===== config.mk =====
export PLATFORM = sky130hd
export DESIGN_NAME = svfloat_round_packer
export DESIGN_NICKNAME = d
export VERILOG_FILES = /design/src/rtl/svfloat_round_packer.sv
export SDC_FILE = /design/constraint.sdc
export NUM_CORES = 1
export LEC_CHECK = 0
export ABC_AREA = 1
export ABC_CLOCK_PERIOD_IN_PS = 7100
export BUFFER_PORTS_ARGS = -buffer_cell sky130_fd_sc_hd__buf_2
export CORE_MARGIN = 2
export CORE_UTILIZATION = 45
export DETAILED_ROUTE_END_ITERATION = 12
export HOLD_SLACK_MARGIN = 0.08
export PLACE_DENSITY = 0.61
export SLEW_MARGIN = 5
export SYNTH_ARGS = -nofsm -noshare
export SYNTH_HDL_FRONTEND = slang
export SYNTH_SLANG_ARGS = --single-unit

===== constraint.sdc =====
create_clock -name clk -period 7.1 [get_ports clk]
set_input_delay 1.065 -clock clk [delete_from_list [all_inputs] [get_ports clk]]
set_output_delay 1.065 -clock clk [all_outputs]
set_load 0.01 [all_outputs]

===== src/rtl/svfloat_round_packer.sv =====
// svfloat_round_packer: rounds and packs an unnormalised (sign, exponent, mantissa)
// triple into an IEEE-754 style binary format (exp_bits / man_bits) in two stages.
//   S1: leading-one find, normalise, subnormal denormalise, guard/sticky capture.
//   S2: rounding (RNE/RTZ/RDN/RUP/RMM), renormalise, overflow/special handling, flags.
// Ports:
//   clk, rst_n            : clock, asynchronous active-low reset
//   in_valid / in_ready   : input handshake (in_ready combinational from out_ready)
//   is_nan/is_inf/is_zero : per-beat overrides, priority nan > inf > zero
//   d_sign, d_exp, d_man  : value = (-1)^d_sign * d_man / 2^frac * 2^d_exp
//   rm                    : rounding mode, 0 RNE, 1 RTZ, 2 RDN, 3 RUP, 4 RMM, 5-7 RNE
//   out_valid / out_ready : output handshake
//   res                   : {sign, exponent, mantissa}
//   flags                 : {NV, OF, UF, NX}
module svfloat_round_packer #(
    parameter int unsigned exp_bits = 8,
    parameter int unsigned man_bits = 23,
    parameter int unsigned ewidth   = 10,
    parameter int unsigned width    = 48,
    parameter int unsigned frac     = 46
) (
    input  logic                           clk,
    input  logic                           rst_n,
    input  logic                           in_valid,
    output logic                           in_ready,
    input  logic                           is_inf,
    input  logic                           is_nan,
    input  logic                           is_zero,
    input  logic                           d_sign,
    input  logic signed [ewidth-1:0]       d_exp,
    input  logic        [width-1:0]        d_man,
    input  logic        [2:0]              rm,
    output logic                           out_valid,
    input  logic                           out_ready,
    output logic        [exp_bits+man_bits:0] res,
    output logic        [3:0]              flags
);

    localparam int unsigned MW    = man_bits + 1;
    localparam int unsigned SUMW  = MW + 1;
    localparam int unsigned XW    = ewidth + 2;
    localparam int unsigned RW    = 1 + exp_bits + man_bits;
    localparam int unsigned SW    = $clog2(width);
    localparam int unsigned BIAS  = (1 << (exp_bits - 1)) - 1;
    localparam int unsigned EMAXF = (1 << exp_bits) - 1;

    // Stage 1 registers
    logic                 s1_valid_q, s1_valid_d;
    logic                 s1_sign_q,  s1_sign_d;
    logic [2:0]           s1_rm_q,    s1_rm_d;
    logic                 s1_nan_q,   s1_nan_d;
    logic                 s1_snan_q,  s1_snan_d;
    logic                 s1_inf_q,   s1_inf_d;
    logic                 s1_zero_q,  s1_zero_d;
    logic [MW-1:0]        s1_man_q,   s1_man_d;
    logic                 s1_grd_q,   s1_grd_d;
    logic                 s1_stk_q,   s1_stk_d;
    logic signed [XW-1:0] s1_bexp_q,  s1_bexp_d;
    logic                 s1_tiny_q,  s1_tiny_d;

    // Stage 2 (output) registers
    logic                 out_valid_q, out_valid_d;
    logic [RW-1:0]        res_q,       res_d;
    logic [3:0]           flags_q,     flags_d;

    logic                 s2_ready;

    // S1 combinational datapath
    logic [SW-1:0]        msb_c;
    logic [width-1:0]     norm_c;
    logic [width-1:0]     dn_c;
    logic [width-1:0]     lost_mask_c;
    logic signed [XW-1:0] bexp_c;
    logic                 tiny_c;
    logic [XW-1:0]        sh_c;

    // S2 combinational datapath
    logic                 nx_c;
    logic                 rnd_up_c;
    logic [SUMW-1:0]      sum_c;
    logic                 carry_c;
    logic [MW-1:0]        man_r_c;
    logic signed [XW-1:0] eb_c;
    logic                 ovf_c;
    logic                 to_max_c;
    logic [RW-1:0]        res_c;
    logic [3:0]           flags_c;

    // Stage 2 takes a new beat when empty or its result is being consumed.
    assign s2_ready = ~out_valid_q | out_ready;
    assign in_ready = ~s1_valid_q | s2_ready;

    // Leading-one position of the input mantissa.
    always_comb begin : s1_msb
        msb_c = '0;
        for (int i = 0; i < int'(width); i++) begin
            if (d_man[i]) msb_c = SW'(i);
        end
    end

    // Normalise; tiny values are shifted so their exponent sits at the minimum normal (biased 1).
    always_comb begin : s1_norm
        norm_c      = d_man << (SW'(width - 1) - msb_c);
        bexp_c      = $signed({{2{d_exp[ewidth-1]}}, d_exp}) - $signed(XW'(frac))
                    + $signed(XW'(msb_c)) + $signed(XW'(BIAS));
        tiny_c      = bexp_c < $signed(XW'(1));
        sh_c        = tiny_c ? XW'($signed(XW'(1)) - bexp_c) : '0;
        lost_mask_c = ~({width{1'b1}} << sh_c);
        dn_c        = norm_c >> sh_c;
    end

    // Stage 1 capture.
    always_comb begin : s1_next
        s1_valid_d = s1_valid_q;
        s1_sign_d  = s1_sign_q;
        s1_rm_d    = s1_rm_q;
        s1_nan_d   = s1_nan_q;
        s1_snan_d  = s1_snan_q;
        s1_inf_d   = s1_inf_q;
        s1_zero_d  = s1_zero_q;
        s1_man_d   = s1_man_q;
        s1_grd_d   = s1_grd_q;
        s1_stk_d   = s1_stk_q;
        s1_bexp_d  = s1_bexp_q;
        s1_tiny_d  = s1_tiny_q;
        if (in_ready) begin
            s1_valid_d = in_valid;
            if (in_valid) begin
                s1_sign_d = d_sign;
                s1_rm_d   = rm;
                s1_nan_d  = is_nan;
                s1_snan_d = ~d_man[width-1];
                s1_inf_d  = is_inf;
                s1_zero_d = is_zero | (d_man == '0);
                s1_man_d  = dn_c[width-1 -: MW];
                s1_grd_d  = dn_c[width-1-MW];
                s1_stk_d  = (|dn_c[width-2-MW:0]) | (|(norm_c & lost_mask_c));
                s1_bexp_d = tiny_c ? $signed(XW'(1)) : bexp_c;
                s1_tiny_d = tiny_c;
            end
        end
    end

    // Rounding increment and renormalisation on mantissa carry-out.
    always_comb begin : s2_round
        nx_c     = s1_grd_q | s1_stk_q;
        rnd_up_c = 1'b0;
        case (s1_rm_q)
            3'd1:    rnd_up_c = 1'b0;
            3'd2:    rnd_up_c = s1_sign_q & nx_c;
            3'd3:    rnd_up_c = ~s1_sign_q & nx_c;
            3'd4:    rnd_up_c = s1_grd_q;
            default: rnd_up_c = s1_grd_q & (s1_stk_q | s1_man_q[0]);
        endcase
        sum_c    = {1'b0, s1_man_q} + SUMW'(rnd_up_c);
        carry_c  = sum_c[MW];
        man_r_c  = carry_c ? sum_c[MW:1] : sum_c[MW-1:0];
        eb_c     = s1_bexp_q + $signed(XW'(carry_c));
        ovf_c    = eb_c >= $signed(XW'(EMAXF));
        to_max_c = (s1_rm_q == 3'd1)
                 | ((s1_rm_q == 3'd2) & ~s1_sign_q)
                 | ((s1_rm_q == 3'd3) &  s1_sign_q);
    end

    // Result packing; a cleared hidden bit after rounding means a subnormal (exponent field 0).
    always_comb begin : s2_pack
        res_c   = '0;
        flags_c = '0;
        if (s1_nan_q) begin
            res_c   = {1'b0, {exp_bits{1'b1}}, 1'b1, {(man_bits-1){1'b0}}};
            flags_c = {s1_snan_q, 3'b000};
        end else if (s1_inf_q) begin
            res_c = {s1_sign_q, {exp_bits{1'b1}}, {man_bits{1'b0}}};
        end else if (s1_zero_q) begin
            res_c = {s1_sign_q, {(RW-1){1'b0}}};
        end else if (ovf_c) begin
            res_c   = to_max_c ? {s1_sign_q, exp_bits'(EMAXF - 1), {man_bits{1'b1}}}
                               : {s1_sign_q, {exp_bits{1'b1}}, {man_bits{1'b0}}};
            flags_c = 4'b0101;
        end else begin
            res_c   = {s1_sign_q,
                       man_r_c[MW-1] ? eb_c[exp_bits-1:0] : {exp_bits{1'b0}},
                       man_r_c[man_bits-1:0]};
            flags_c = {2'b00, s1_tiny_q & nx_c, nx_c};
        end
    end

    // Output stage next state; held while stalled.
    always_comb begin : s2_next
        out_valid_d = out_valid_q;
        res_d       = res_q;
        flags_d     = flags_q;
        if (s2_ready) begin
            out_valid_d = s1_valid_q;
            if (s1_valid_q) begin
                res_d   = res_c;
                flags_d = flags_c;
            end
        end
    end

    // Pipeline registers.
    always_ff @(posedge clk or negedge rst_n) begin : regs
        if (!rst_n) begin
            s1_valid_q  <= 1'b0;
            s1_sign_q   <= 1'b0;
            s1_rm_q     <= '0;
            s1_nan_q    <= 1'b0;
            s1_snan_q   <= 1'b0;
            s1_inf_q    <= 1'b0;
            s1_zero_q   <= 1'b0;
            s1_man_q    <= '0;
            s1_grd_q    <= 1'b0;
            s1_stk_q    <= 1'b0;
            s1_bexp_q   <= '0;
            s1_tiny_q   <= 1'b0;
            out_valid_q <= 1'b0;
            res_q       <= '0;
            flags_q     <= '0;
        end else begin
            s1_valid_q  <= s1_valid_d;
            s1_sign_q   <= s1_sign_d;
            s1_rm_q     <= s1_rm_d;
            s1_nan_q    <= s1_nan_d;
            s1_snan_q   <= s1_snan_d;
            s1_inf_q    <= s1_inf_d;
            s1_zero_q   <= s1_zero_d;
            s1_man_q    <= s1_man_d;
            s1_grd_q    <= s1_grd_d;
            s1_stk_q    <= s1_stk_d;
            s1_bexp_q   <= s1_bexp_d;
            s1_tiny_q   <= s1_tiny_d;
            out_valid_q <= out_valid_d;
            res_q       <= res_d;
            flags_q     <= flags_d;
        end
    end

    assign out_valid = out_valid_q;
    assign res       = res_q;
    assign flags     = flags_q;

endmodule

==> parameters.txt <==
Parameter                              Value

Placement
  I/O Buffers ... approximately 110
  Sum of net half-perimeters after detailed placement ... 34.9 mm
  Placed insts ... 2508
  Routability cong. ... between 1 and 1.5

Global routing
  Via count of the first global-routing pass ... ~14000
  Total global routing track utilization ... between 30% and 40%
  Largest net degree at the start of global routing ... 86
  Initial antenna violation count ... 0
  Wire length of the first global-routing pass ... around 70 mm
  GR Overflow Total ... 0

Worst setup path
  Path type of the worst setup path ... input port to flop
  Library cell contributing the largest single delay on the critical path ... fa_2
  Max incr delay on CP ... 0.37 ns
  Data required, critical path ... ~7.3 ns
  Worst Path Max Fanout ... 5
  Reg2Reg Depth ... 40
  Crit. End Element ... flop
  Register-to-Register Setup Slack ... 1.03 ns
  Crit start category ... input port
  CP most frequent cell ... nand2_1
  Signal arrival time at the worst endpoint ... 7.64 ns
  Worst reg2reg endpoint ... res[1]
  FF-to-FF Start ... s1_rm_q[2]

Power
  Power share of the sequential group ... a little under a quarter
  Cell-internal power ... 1580 µW
  Clock network fraction of design power ... 14.7%
  Max IR drop VDD ... 0.172 mV
  Cell area power density ... 212 nW/µm²
  Total net switching power ... about 1400 µW
  Fraction of power spent switching nets ... 47.3%
  Part of the total power dissipated in combinational logic ... approximately 62%
  Leakage component of the power ... 0.00711 µW

Floorplan
  Io pins ... 107
  Width of the die ... 162 µm
  FP Rows ... 57
  Initial Utilization ... 46.0%
  Core Area ... 24500 µm²
  Area of the die ... ~26000 µm²
  Height of the die ... roughly 160 µm

Logic synthesis
  Mapped Avg Cell Area ... 5.58 µm²
  Summed instance area of the synthesized netlist ... between 10000 and 15000 µm²
  Synthesized Nets ... between 2000 and 2500
  Number of flip-flops and latches in the synthesized netlist ... 85
  Area share of the leading cell type in the synthesized netlist ... 24.9%
  Synth top area cells ... nand3_1, nand2_1, dfrtp_1, inv_1, nor2_1
  Seq/Total Area, Yosys ... a little under a fifth
  Cell with the most instances after synthesis ... nand2_1
  Cell variety after synth ... between 50 and 60
  Synth cell count leaders ... nand2_1, nand3_1, inv_1, nor2_1, o21ai_0
  Yosys top cell by area ... nand3_1
  Most used DFF post-synth ... dfrtp_1
  Share of flip-flops with an asynchronous set or reset after synthesis ... 100%
  Cell count after synthesis ... slightly above 2000
  Number of enable flip-flop cells after synthesis ... 0
  YS warnings ... 0

Clock tree
  TritonCTS Buffers ... 9
  Hold-fix buffers at CTS ... 0
  Max Root-Sink Buffers ... 2
  Register clock-pin slew on the reported worst setup and hold paths ... 0.06 ns
  Clock tree root buffer cell ... clkbuf_16
  Worst skew pair latency ... 0.34 ns
  TritonCTS clock tree ... done
  H-Tree Level Count ... 3
  Clock Sinks ... 85

Status
  Outcome ... complete, but fails checks
  Failing checks ... setup timing

Finish
  Diodes inserted ... 0
  Synthesis-to-layout area growth ... 25.6%
  Final standard cell utilization of the core ... 57.7%
  Fraction of layout cells with a size suffix above 1 ... around a fifth
  Final std cells w/o fill ... 2547
  Final Net Count ... 2307

Timing
  Maximum frequency from static timing analysis ... around 130 MHz
  Final min period ... 7.41 ns
  Endpoints failing hold ... 0
  Worst max-slew margin expressed relative to the limit ... between 20% and 30%
  Final worst clock skew ... a little under 0.008 ns
  Final count of pins violating max slew ... 0
  Setup repair after global routing missed its margin ... yes
  Number of setup violations in the final report ... 1
  Part of the cycle the worst path needs ... 104%
  Setup WS post-layout ... -0.313 ns
  Worst-Margin Slew ... between 1 and 1.5 ns

Route
  Mean routed wirelength per cell ... 17.6 µm
  Number of nets with antenna violations after routing ... 0
  Initial drt markers ... 1422
  Via Count ... around 15000
  Via-to-Cell Ratio ... 5.80
  DRC errors left ... 0
  Number of optimization iterations in the first detailed-route pass ... 6
  Total routed wirelength ... roughly 45 mm

Min path
  Hold path start ... flags[2]
  Hold/Removal Path Class ... flop to flop
  Cell depth of the worst min-delay path ... 2
  Hold Path End ... flags[2]

Run
  Max cap viols ... 0
==> how the worst max path moves through the flow <==
stage	start	endpoint	cells after the start
6_report	d_man[2]	s1_stk_q	76
5_1_grt	d_man[2]	s1_stk_q	76
4_1_cts	d_man[2]	s1_stk_q	82
3_5_place_dp	d_man[2]	s1_stk_q	79
3_3_place_gp	d_man[2]	s1_stk_q	80
2_1_floorplan	d_man[2]	s1_stk_q	83
==> cell usage in the layout (no fill, tap or decap), types with 7 or more instances in the layout <==
cell | synthesis | layout
o21ai_1 | 7 | 12
inv_1 | 163 | 152
inv_2 | 5 | 13
nor4_1 | 10 | 8
a32o_1 | 7 | 7
ha_1 | 19 | 16
dfrtp_1 | 85 | 85
nand2_1 | 582 | 561
nand4_1 | 50 | 50
xor2_1 | 20 | 18
nand3_1 | 560 | 536
buf_4 | 1 | 170
nor2_1 | 133 | 117
buf_6 | 8 | 12
nor3_1 | 20 | 19
nand2_2 | 4 | 22
buf_2 | 27 | 104
clkbuf_16 | 0 | 12
o21ai_0 | 87 | 76
nand3_2 | 5 | 29
nor2_2 | 2 | 13
o22ai_1 | 22 | 22
a21oi_1 | 52 | 47
==> cell families after synthesis <==
family / count (synthesis) / share of synthesized area, %
fa+ha+maj: 20 / 2.29
simple gates: 1378 / 54.5
flops: 85 / 18.9
xor+xnor: 23 / 1.79
buf+inv: 278 / 10.2
compound gates: 230 / 12.3
==> worst max-delay path: cells and delay by family <==
family,cells,cell delay [ns]
buffers and inverters,9,0.68
AO/OA/AOI/OAI,11,1.87
AND/OR/NAND/NOR,52,3.07
XOR/XNOR,1,0.25
adder cells (fa/ha/maj),3,0.65
==> cell type report <==
cell class	instances	area, µm²
clock buffers	9	225
flip-flops and latches	85	2130
clock inverters	7	57.6
repair buffers	298	2170
multi-input cells	1651	8460
well taps	324	405
inverters	173	673
fillers	2538	10300
==> state kept, by name, indices dropped and copies added (netlist names) <==
name / cells
s1_zero_q: 1
flags: 4
res: 32
s1_tiny_q: 1
s1_nan_q: 1
out_valid: 1
s1_inf_q: 1
s1_rm_q: 3
s1_bexp_q: 12
s1_stk_q: 1
s1_sign_q: 1
s1_man_q: 24
s1_snan_q: 1
s1_grd_q: 1
s1_valid_q: 1
==> power groups by stage <==
stage | sequential (µW) | combinational [µW] | clock [µW]
floorplan | 703 | 1020 | 0
detailed placement | 694 | 1710 | 0
finish | 687 | 1870 | 441
global route | 703 | 2060 | 467
global placement | 690 | 1710 | 0
CTS | 685 | 1750 | 450
==> metrics by stage <==
step | setup WS [ns] | hold slack [ns] | total power (µW) | setup TNS (ns) | area (µm²)
6_report | -0.313 | 0.476 | 2990 | -0.313 | 14100
5_1_grt | -1.11 | 0.507 | 3230 | -15.25 | 14100
4_1_cts | -0.156 | 0.480 | 2880 | -0.156 | 13600
3_5_place_dp | -0.753 | 0.463 | 2410 | -3.06 | 13200
3_3_place_gp | -0.885 | 0.460 | 2400 | -4.33 | 13200
2_1_floorplan | -0.167 | 0.453 | 1720 | -0.167 | 11400
==> per-layer routing <==
metal / wire length, µm / GRT usage (%) / up-vias
met5: 0 / 0 / -
met4: 2040 / 14.4 / 0
met3: 2550 / 2.27 / 115
met2: 21400 / 59.3 / 585
met1: 18700 / 41.0 / 6766
li1: - / - / 7310
==> repair_timing <==
item | 4_1_cts | 5_1_grt
cloned | 0 | 5
setup buffers | 6 | 13
endpoints found under the setup margin | 1 | 26
gates resized for setup | 30 | 84
pin swaps | 10 | 30
(Power assumes the default switching activity.)
